==> src/rtl/bram_port_arbiter.sv <==
// bram_port_arbiter: two-requester round-robin front end for one BRAM port.
// The winner is registered onto the port the cycle after acceptance. A
// {vld,id} shift register tracks reads so that bram_dout can be steered back
// to the requester that issued the read.
module bram_port_arbiter #(
  parameter int ADDR_W   = 10,
  parameter int DATA_W   = 8,
  parameter int READ_LAT = 2
) (
  input  logic              clk,
  input  logic              rst,
  input  logic              req0_valid,
  output logic              req0_ready,
  input  logic [ADDR_W-1:0] req0_addr,
  input  logic [DATA_W-1:0] req0_wdata,
  input  logic              req0_we,
  output logic              rsp0_valid,
  output logic [DATA_W-1:0] rsp0_data,
  input  logic              req1_valid,
  output logic              req1_ready,
  input  logic [ADDR_W-1:0] req1_addr,
  input  logic [DATA_W-1:0] req1_wdata,
  input  logic              req1_we,
  output logic              rsp1_valid,
  output logic [DATA_W-1:0] rsp1_data,
  output logic              bram_en,
  output logic              bram_we,
  output logic [ADDR_W-1:0] bram_addr,
  output logic [DATA_W-1:0] bram_din,
  input  logic [DATA_W-1:0] bram_dout
);

  localparam int NREQ = 2;

  typedef struct packed {
    logic              we;
    logic [ADDR_W-1:0] addr;
    logic [DATA_W-1:0] wdata;
  } req_t;

  logic [NREQ-1:0]     req_vld, req_rdy, rsp_vld;
  req_t [NREQ-1:0]     req;
  req_t                sel;
  logic                last_grant, gnt_vld, gnt_id, hs;
  logic [READ_LAT:0]   vld_pipe, id_pipe;

  assign req_vld = {req1_valid, req0_valid};
  assign req[0]  = '{we: req0_we, addr: req0_addr, wdata: req0_wdata};
  assign req[1]  = '{we: req1_we, addr: req1_addr, wdata: req1_wdata};

  // Round-robin pick: a lone requester wins; on contention the one that did not win last.
  always_comb begin
    gnt_vld = |req_vld;
    gnt_id  = req_vld[1];
    if (&req_vld) gnt_id = ~last_grant;
  end

  // The winner is always ready, so a grant outside reset is a handshake.
  assign hs  = gnt_vld & ~rst;
  assign sel = req[gnt_id];

  for (genvar n = 0; n < NREQ; n++) begin : g_req
    assign req_rdy[n] = hs && (gnt_id == 1'(n));
    // Reset masks the tail so reads in flight at reset never report.
    assign rsp_vld[n] = vld_pipe[READ_LAT] && (id_pipe[READ_LAT] == 1'(n)) && !rst;
  end

  assign req0_ready = req_rdy[0];
  assign req1_ready = req_rdy[1];
  assign rsp0_valid = rsp_vld[0];
  assign rsp1_valid = rsp_vld[1];
  assign rsp0_data  = rsp_vld[0] ? bram_dout : '0;
  assign rsp1_data  = rsp_vld[1] ? bram_dout : '0;

  // Request stage: register the accepted request onto the BRAM port and remember the winner.
  always_ff @(posedge clk) begin
    if (rst) begin
      last_grant <= 1'b1;
      bram_en    <= 1'b0;
      bram_we    <= 1'b0;
      bram_addr  <= '0;
      bram_din   <= '0;
    end else begin
      bram_en <= hs;
      bram_we <= hs & sel.we;
      if (hs) begin
        bram_addr  <= sel.addr;
        bram_din   <= sel.wdata;
        last_grant <= gnt_id;
      end
    end
  end

  // Read tracking: stage 0 lines up with the port cycle, the last stage with bram_dout.
  always_ff @(posedge clk) begin
    if (rst) begin
      vld_pipe <= '0;
      id_pipe  <= '0;
    end else begin
      vld_pipe <= {vld_pipe[READ_LAT-1:0], hs & ~sel.we};
      id_pipe  <= {id_pipe[READ_LAT-1:0], gnt_id};
    end
  end

endmodule

==> config.mk <==
export PLATFORM = sky130hd
export DESIGN_NAME = bram_port_arbiter
export DESIGN_NICKNAME = d
export VERILOG_FILES = /design/src/rtl/bram_port_arbiter.sv
export SDC_FILE = /design/constraint.sdc
export NUM_CORES = 1
export LEC_CHECK = 0
export BUFFER_PORTS_ARGS = -buffer_cell sky130_fd_sc_hd__buf_2
export CAP_MARGIN = 20
export CORE_UTILIZATION = 36
export CTS_BUF_LIST = sky130_fd_sc_hd__clkbuf_2 sky130_fd_sc_hd__clkbuf_4 sky130_fd_sc_hd__clkbuf_8
export DETAILED_ROUTE_END_ITERATION = 10
export PLACE_DENSITY = 0.83
export SYNTH_ARGS = -nofsm -noshare
export SYNTH_HDL_FRONTEND = slang
export SYNTH_SLANG_ARGS = --single-unit
==> constraint.sdc <==
create_clock -name clk -period 1.4 [get_ports clk]
set_input_delay 0.42 -clock clk [delete_from_list [all_inputs] [get_ports clk]]
set_output_delay 0.42 -clock clk [all_outputs]
set_load 0.02 [all_outputs]
==> Word-level counts from Yosys, hierarchy flattened <==
Cells that the tools add are included.
{ "op_classes": {"order_cmp": 1, "mux": 5, "n_bitwise": 8, "reduce_logical": 9} }
{ "ops": {"columns": ["cell", "count"], "rows": [
  ["2-to-1 mux 19 bit", 2],
  ["2-to-1 mux 8 bit", 2],
  ["logical AND 1 bit", 6],
  ["NOT 1 bit", 5],
  ["AND 1 bit", 3],
  ["less-than comparator 1 x 2 -> 1 bit, second input constant", 1],
  ["AND reduction 2 bit", 1],
  ["OR reduction 2 bit", 1],
  ["logical NOT 1 bit", 1],
  ["2-to-1 mux 1 bit", 1]
]} }
{ "totals": {"register_bits": 27, "inputBits": 50, "out_inout_bits": 40} }

==> Depth between registers and ports, before layout <==
Gate-level depths: netlist of run 1.
{ "logic_depth": {"word_depth": 6, "ltp_mapped": 4, "depth_no_buf": 3} }

==> Worst setup path after synthesis of run 1 <==
No wires, ideal clock.
{ "synth_timing": {"path_type": "input port to output port", "startpoint": "input rst", "endpoint": "output rsp0_data[0]", "arrival_time_ps": 1365, "t_required_ps": 980, "slack_ps": -385, "cell_stages": 3, "path_cell_list": "buf_2 -> nor3b_2 -> and2_1"} }
{ "synth_between": {"elab_chain_cells": 3} }
{ "synth_lines": {"columns": ["element", "line", "source"], "rows": [
  ["start: declaration", "11", "input logic rst,"],
  ["logical NOT 1 bit", "65", "assign rsp_vld[n] = vld_pipe[READ_LAT] && (id_pipe[READ_LAT] == 1'(n)) && !rst;"],
  ["logical AND 1 bit", "65", null],
  ["named net rsp0_valid", "17", "output logic rsp0_valid,"],
  ["2-to-1 mux 8 bit", "72", "assign rsp0_data = rsp_vld[0] ? bram_dout : '0;"],
  ["end: declaration", "18", "output logic [DATA_W-1:0] rsp0_data,"]
]} }
The timed path passes the listed nets, and every way through them passes these cells.

==> Worst setup path in the final report of run 1 <==
{ "layout_timing": {"startpoint": "register vld_pipe[2]", "endpoint": "output rsp0_data[4]"} }
{ "layout_between": {"elab_chain_cells": 3} }
{ "layout_lines": {"columns": ["element", "line", "source"], "rows": [
  ["start: declaration", "45", "logic [READ_LAT:0] vld_pipe, id_pipe;"],
  ["start signal: assignment", "100", "vld_pipe <= {vld_pipe[READ_LAT-1:0], hs & ~sel.we};"],
  ["logical AND 1 bit (2 in a row)", "65", null],
  ["2-to-1 mux 8 bit", "72", null]
]} }
Every way passes these cells.

==> results of run 1 <==
==> layer usage <==
metal	routed length (um)	track usage, %	vias up
li1	-	-	585
met1	1350	21.8	543
met2	1610	33.7	78
met3	264	4.62	6
met4	46	9.86	0
met5	0	0	-
==> final timing paths <==
path | startpoint | endpoint | slack (ps) | cells past startpoint
setup / recovery | vld_pipe[2] | rsp0_data[4] | -350 | 3
hold / removal | req1_wdata[2] | bram_din[2] | 300 | 2
setup reg to reg | last_grant | bram_addr[0] | 70 | 4
hold reg to reg | vld_pipe[1] | vld_pipe[2] | 430 | 1
==> logic make-up after synthesis <==
family / synth area share, %
simple gates: 30.2
flops: 47.4
compound gates: 18.4
buf+inv: 4.06
==> cells in the mapped netlist, types with 3 or more instances <==
cell type   n  area (um^2)
buf_6       3         33.8
and2_1     17          106
a221o_1    18          180
nor2b_1     4         25.0
nor2_1      4         15.0
and2_0     17          106
dfxtp_1    27          541
==> worst max-delay path, stage by stage, from the launching register on <==
cell	delay [ps]
dfxtp_2	390
nor3b_4	300
and2_4	200
buf_6	110
==> metrics by stage <==
step / hold slack [ps] / std cells / area [um^2] / power, mW / util [%]
3_5_place_dp: 429 / 242 / 1700 / 1.18 / 56.1
2_1_floorplan: 414 / 107 / 1210 / 1.03 / -
3_3_place_gp: 417 / 242 / 1700 / 1.18 / 56.1
4_1_cts: 289 / 248 / 1890 / 1.53 / 62.5
6_report: 301 / 250 / 1910 / 1.51 / 63.1
5_1_grt: 285 / 250 / 1910 / 1.59 / 63.1
==> sequential cells by signal, summed over array words and instances (netlist names) <==
name,flops
id_pipe,3
last_grant,1
bram_we,1
bram_en,1
bram_din,8
vld_pipe,3
bram_addr,10
==> cell type report <==
cell class	instances	area share (%)
clock buffers	3	1.18
clock inverters	1	0.262
inverters	1	0.196
multi-input cells	76	33.3
flip-flops and latches	27	28.6
well taps	44	2.88
repair buffers	98	33.6
==> power by group through the flow <==
stage	registers (mW)	logic (mW)	clock network (mW)
4_1_cts	0.846	0.335	0.347
3_3_place_gp	0.862	0.317	0
2_1_floorplan	0.919	0.114	0
5_1_grt	0.852	0.360	0.373
3_5_place_dp	0.860	0.323	0
6_report	0.846	0.335	0.332
==> timing repair <==
item,CTS,global route
endpoints found under the setup margin,20,20
cloned,2,0
pin swaps,16,6
buffers inserted,0,2
hold endpoints to repair,0,0
gates resized for setup,48,1
==> metrics.txt, run 1 <==
CTS clk-pin slew, worst paths=150 ps; Synth Flop Type=dfxtp_1; minimum clock period=1750 ps; antenna diode count=0; most frequent cells in the layout=buf_2 (69), dfxtp_1 (24), buf_6 (21); Fmax=573 MHz; Starting Density=37.7%; drt initial violations=34; FP Rows=20; register area share after synthesis=47.4%; Final HPWL DP=2270 um; GP Congestion=0.710; synthesized area per cell=10.7 um^2; die span in y=58.3 um; initial antenna violation count=0; multi-input logic area=637 um^2; status=finished, violations left; Total Die Area=3400 um^2; Clk network pwr share=21.9%; Max FO, Critical Path=5; Post-synth EDFFs=0; share of the clock period used by the worst path=125%; Synth Cell Area=1140 um^2; RSZ-0062 raised after global routing=true; drt total wl=3270 um; combinational power share=22.2%; HP Class=input port to register; TNS Setup=-5590 ps; wire per inst=13.1 um; clock latency on the worst-skew pair=330 ps; number of setup violations in the final report=20; H-tree depth=1; VDD IR max=0.438 mV; TritonCTS Sinks=27; Core Region=3030 um^2; grt total ovfl=0; Final WS setup=-346 ps; IO Port Bufs=89; Post-route DRC=0; Reg area=547 um^2; vias per cell=4.85; switch share=27.9%; GR Util All Layers=19.2%; P_sw=0.422 mW; Synth warnings=0; commonest non-fill, non-tap cell in the layout=buf_2; total CTS buffers=3; Slew @ Worst Pin=538 ps; Max Root-Sink Buffers=2; failing checks=setup timing; Syn-to-layout area delta=67.5%; power density over the cells=791 nW/um^2; Chip Width=58.3 um; cells after synthesis=107; Yosys reg bits=27; Slew headroom=64.0%; cts hold-fix bufs=0; Filler Cells Inserted=261; Antenna Nets Post-Route=0; Leak=0.942 nW; FFs w/ async S/R, synth=0%; largest net degree at the start of global routing=19; drt first pass iters=4; CP required=980 ps; Pint=1.09 mW; TritonCTS clock tree=done; sequential power share=55.9%; WS Path Type=register to output pin; Via Count=1212; IO Pins=90; Fin. Hold Viols=0; Worst setup SP type=register; layout cell share with drive strength beyond 1=63.6%; Root Driver=clkbuf_4; first-pass GRT wire length=4970 um; Critical Path End Type=output pin; post-synth cell types=24; worst-case clock skew=17.4 ps; number of nets in the layout=257; syn nets=157; dpl ws=-335 ps; total of max-cap violations=0; WP data arrival=1330 ps; vias in the first global route=1108; final slew viol count=0
No activity file was read; power rests on OpenSTA's default activity.
==> run 2, diff against run 1 <==
==> config.mk (replaced) <==
export PLATFORM = sky130hd
export DESIGN_NAME = bram_port_arbiter
export DESIGN_NICKNAME = d
export VERILOG_FILES = /design/src/rtl/bram_port_arbiter.sv
export SDC_FILE = /design/constraint.sdc
export NUM_CORES = 1
export LEC_CHECK = 0
export BUFFER_PORTS_ARGS = -buffer_cell sky130_fd_sc_hd__buf_2
export CAP_MARGIN = 20
export CORE_UTILIZATION = 35
export DETAILED_ROUTE_END_ITERATION = 10
export PLACE_DENSITY = 0.81
export SYNTH_ARGS = -nofsm -noshare
export SYNTH_HDL_FRONTEND = slang
export SYNTH_SLANG_ARGS = --single-unit
==> constraint.sdc (replaced) <==
create_clock -name clk -period 1.6 [get_ports clk]
set_input_delay 0.48 -clock clk [delete_from_list [all_inputs] [get_ports clk]]
set_output_delay 0.48 -clock clk [all_outputs]
set_load 0.02 [all_outputs]
==> run 2 against run 1 <==
Combinational power fell by 11%; highest routed layer unchanged; the run still ends with setup timing left; global-route usage is 0.39 points higher; core utilization down 1.2 points; worst setup slack better by 170 ps; final cell count down 0.40%; critical path depth is the same; clock skew down 5.2 ps; register-to-register slack better by 200 ps; worst hold slack better by 57 ps; routed wire length increased by 0.73%; sequential power fell by 12%; critical path type unchanged.
==> metrics.txt, run 2 (synthesis gave the netlist of run 1 again) <==
HP Start=req1_addr[7]; first-pass GRT wire length=5090 um; Critical Path End Type=output pin; final core occ=62.0%; Max stage delay on crit path=390 ps; largest net degree at the start of global routing=19; Tot Pwr=1.35 mW; WP data arrival=1290 ps; CP required=1120 ps; drt total wl=3300 um; total CTS buffers=3; Fmax=563 MHz; Slew headroom=60.4%; vias per cell=4.80; CP max-delay cell=dfxtp_4; initial antenna violation count=0; Max Root-Sink Buffers=2; CTS clk-pin slew, worst paths=150 ps; drt first pass iters=4; minimum clock period=1770 ps; share of the clock period used by the worst path=111%; GP Congestion=0.725; HP Class=input port to register; drt initial violations=12; final slew viol count=0; dpl ws=-237 ps; IO Pins=90; Top Registers=bram_addr: 10 flops, bram_din: 8 flops; total of max-cap violations=0; TritonCTS clock tree=done; final instance area=1910 um^2; TritonCTS Sinks=27; Final HPWL DP=2300 um; Root Driver=clkbuf_4; number of setup violations in the final report=18; Worst setup SP type=register; Critical R2R Launch=last_grant; Reg2Reg Depth=4; GR Util All Layers=19.6%; hold path endpoint=bram_addr[7]; Chip Width=59.1 um; Filler Cells Inserted=264; most frequent cells in the layout=buf_2 (68), dfxtp_1 (24), buf_6 (20); antenna diode count=0; H-tree depth=1; Leak=0.936 nW; RSZ-0062 raised after global routing=true; worst reg-to-reg setup slack=270 ps; number of nets in the layout=256; IO Port Bufs=89; hold depth=2; commonest non-fill, non-tap cell in the layout=buf_2; Fin. Hold Viols=0; Total Die Area=3490 um^2; power density over the cells=706 nW/um^2; Starting Density=37.1%; Post-route DRC=0; status=finished, violations left; crit-path cells=nor3b_4 -> and2_4 -> buf_6; layout cell share with drive strength beyond 1=63.4%; Via Count=1196; TNS Setup=-2170 ps; Syn-to-layout area delta=67.1%; Max FO, Critical Path=5; VDD IR max=0.409 mV; FP Rows=20; wire per inst=13.2 um; max reg flops=10; clock latency on the worst-skew pair=330 ps; grt total ovfl=0; worst-case clock skew=12.2 ps; Slew @ Worst Pin=592 ps; Antenna Nets Post-Route=0; Placed Area=1690 um^2; largest reg by FF count=bram_addr; Worst R2R End=bram_addr[6]; Final WS setup=-175 ps; failing checks=setup timing; die span in y=59.1 um; vias in the first global route=1083; WS Path Type=register to output pin; Core Region=3080 um^2
-- run 2: cell types whose count changed in the layout (fill, tap and decap cells not counted), sizes merged --
cell | before | now
buf | 98 | 97
clkinv | 1 | 0
inv | 1 | 2
-- run 2: what timing repair did --
| action | in CTS | in global routing |
|---|---|---|
| hold buffers | 0 | 0 |
| resized for setup | 55 | 2 |
| pin swaps | 18 | 6 |
| setup buffers | 1 | 0 |
| cloned | 2 | 0 |
| endpoints found under the setup margin | 20 | 21 |
-- run 2: worst max-delay path by stage --
stage / slack, ps / from / to / depth (start not counted)
after floorplan: -170 / rst / rsp0_data[0] / 3
after CTS: -160 / id_pipe[2] / rsp0_data[0] / 3
final: -170 / id_pipe[2] / rsp0_data[6] / 3
after global placement: -190 / rst / bram_din[0] / 4
after global routing: -260 / id_pipe[2] / rsp0_data[6] / 3
after detailed placement: -240 / rst / bram_addr[6] / 4
-- run 2: per-stage QoR --
step                      cells  hold WS [ps]
final                       249           358
after global routing        249           331
after CTS                   249           350
after detailed placement    242           434
after global placement      242           416
after floorplan             107           414
-- run 2: layout make-up --
type | instances | area [um^2] | area share, %
Multi-Input combinational cell | 76 | 637 | 33.4
Inverter | 1 | 3.75 | 0.197
Clock buffer | 3 | 22.5 | 1.18
Tap cell | 44 | 55.1 | 2.89
Clock inverter | 1 | 8.76 | 0.459
Timing Repair Buffer | 97 | 633 | 33.2
Sequential cell | 27 | 547 | 28.7
-- run 2: routing by layer --
metal	vias to the layer above	part of all wire, %	track usage (%)
li1	583	-	-
met2	73	50	35.2
met5	-	0	0
met4	0	1.3	7.82
met1	534	38	21.2
met3	6	10	6.33
-- run 2: power breakdown --
group | internal [mW] | leakage (nW) | switching [mW] | total (mW)
logic | 0.143 | 0.694 | 0.154 | 0.297
registers | 0.720 | 0.224 | 0.0211 | 0.741
clock network | 0.102 | 0.0183 | 0.205 | 0.307
total | 0.965 | 0.936 | 0.380 | 1.35
-- run 2: worst max-delay path, delay by kind of cell (launching register included) --
| kind | cells | cell delay [ps] |
|---|---|---|
| DFF | 1 | 390 |
| buffers and inverters | 1 | 110 |
| and+or+nand+nor | 2 | 470 |
==> run 3, diff against run 2 <==
--- a/config.mk
+++ b/config.mk
@@ -7,9 +7,11 @@
 export LEC_CHECK = 0
 export BUFFER_PORTS_ARGS = -buffer_cell sky130_fd_sc_hd__buf_2
 export CAP_MARGIN = 20
-export CORE_UTILIZATION = 35
+export CELL_PAD_IN_SITES_DETAIL_PLACEMENT = 0
+export CELL_PAD_IN_SITES_GLOBAL_PLACEMENT = 1
+export CORE_UTILIZATION = 24
 export DETAILED_ROUTE_END_ITERATION = 10
-export PLACE_DENSITY = 0.81
+export PLACE_DENSITY = 0.8
 export SYNTH_ARGS = -nofsm -noshare
 export SYNTH_HDL_FRONTEND = slang
 export SYNTH_SLANG_ARGS = --single-unit
==> run 3 against run 2 <==
The run ends with DRC, setup timing left; largest power group unchanged; routed wire length decreased by 3.3%; flip-flop and latch count unchanged; fmax increased by 5.9%; register-to-register slack about the same; worst setup slack improved by 99 ps; worst hold slack improved by 63 ps; sequential share of layout area decreased by 0.45 points; global-route usage decreased by 6.3 points.
==> metrics.txt, run 3 (synthesis gave the netlist of run 1 again) <==
number of setup violations in the final report=13; GP Congestion=0.682; Slew headroom=62.8%; RSZ-0062 raised after global routing=true; die span in y=71.0 um; Critical Path End Type=output pin; Fin. Hold Viols=0; GR Util All Layers=13.4%; Fmax=597 MHz; CP max-delay cell=dfxtp_2; Leak=0.947 nW; Final HPWL DP=2410 um; share of the clock period used by the worst path=105%; Antenna Nets Post-Route=0; vias in the first global route=1134; CP dominant cell by count=buf_6; VDD IR max=0.435 mV; final slew viol count=0; max reg flops=10; vias per cell=4.48; antenna diode count=0; Max Root-Sink Buffers=2; Final WS setup=-76.2 ps; largest net degree at the start of global routing=19; most frequent cells in the layout=buf_2 (69), dfxtp_1 (24), buf_6 (21); WS Path Type=register to output pin; number of nets in the layout=256; IO Pins=90; Filler Cells Inserted=436; largest reg by FF count=bram_addr; drt initial violations=40; Tot Pwr=1.44 mW; Max FO, Critical Path=9; Slew @ Worst Pin=556 ps; Core Region=4470 um^2; cts hold-fix bufs=0; drt first pass iters=7; power density over the cells=745 nW/um^2; worst-case clock skew=5.73 ps; TritonCTS Sinks=27; Max stage delay on crit path=350 ps; layout cell share with drive strength beyond 1=63.4%; worst hold slack=421 ps; commonest non-fill, non-tap cell in the layout=buf_2; total of max-cap violations=0; minimum clock period=1680 ps; total CTS buffers=3; WP data arrival=1200 ps; CP Buf/Inv Count=2; Chip Width=71.0 um; worst reg-to-reg setup slack=280 ps; wire per inst=12.4 um; Syn-to-layout area delta=69.0%; Starting Density=25.5%; Via Count=1152; status=finished, violations left; drt total wl=3190 um; Root Driver=clkbuf_8; TritonCTS clock tree=done; initial antenna violation count=0; Placed Area=1710 um^2; FP Rows=24; failing checks=DRC, setup timing; CP required=1120 ps; H-tree depth=1; cell family with most CP delay=flip-flops; crit-path cells=nor3b_4 -> buf_6 -> and2_4 -> buf_6; final instance area=1930 um^2; grt total ovfl=0; Top Registers=bram_addr: 10 flops, bram_din: 8 flops; Total Die Area=5030 um^2; HP Class=input port to register; clock latency on the worst-skew pair=270 ps; first-pass GRT wire length=5280 um; Post-route DRC=8; Worst setup SP type=register; CTS clk-pin slew, worst paths=100 ps; IO Port Bufs=89
==> run 3: what timing repair did <==
action | CTS | global route
setup endpoints to repair | 19 | 26
gates cloned | 1 | 0
resized for setup | 51 | 5
setup buffers | 1 | 0
hold endpoints to repair | 0 | 0
pin swaps | 11 | 2
==> run 3: layer usage <==
metal	wire (um)	GRT usage (%)	share of wire (%)	up-vias
met5	0	0	0	-
met4	26	3.33	0.82	0
met3	332	4.84	10	2
met2	1470	22.8	46	71
met1	1360	16.0	43	499
li1	-	-	-	580
==> run 3: power by group <==
part,switching [mW],total (mW),internal [mW]
clock network,0.219,0.395,0.176
logic,0.154,0.299,0.146
registers,0.0218,0.742,0.721
total,0.394,1.44,1.04
==> run 3: through the flow <==
step	setup slack, ps	std cells	utilization, %	setup TNS [ps]
after floorplan	-167	107	-	-1340
after global placement	-274	251	38.1	-7490
after detailed placement	-217	251	38.1	-6200
after CTS	-73.7	257	42.6	-651
after global routing	-134	257	43.1	-1590
final	-76.2	257	43.1	-654
==> run 3: final timing paths <==
check	start	endpoint	depth (start not counted)
setup reg to reg	last_grant	bram_din[7]	4
hold reg to reg	id_pipe[1]	id_pipe[2]	1
setup / recovery	id_pipe[2]	rsp0_data[0]	4
hold / removal	req0_wdata[2]	bram_din[2]	2
==> run 3: layout make-up <==
cell class / instances / area, um^2 / area share [%]
Inverter: 1 / 3.75 / 0.195
Clock inverter: 1 / 7.51 / 0.389
Tap cell: 52 / 65.1 / 3.37
Multi-Input combinational cell: 75 / 624 / 32.4
Timing Repair Buffer: 98 / 642 / 33.3
Sequential cell: 27 / 544 / 28.2
Clock buffer: 3 / 41.3 / 2.14
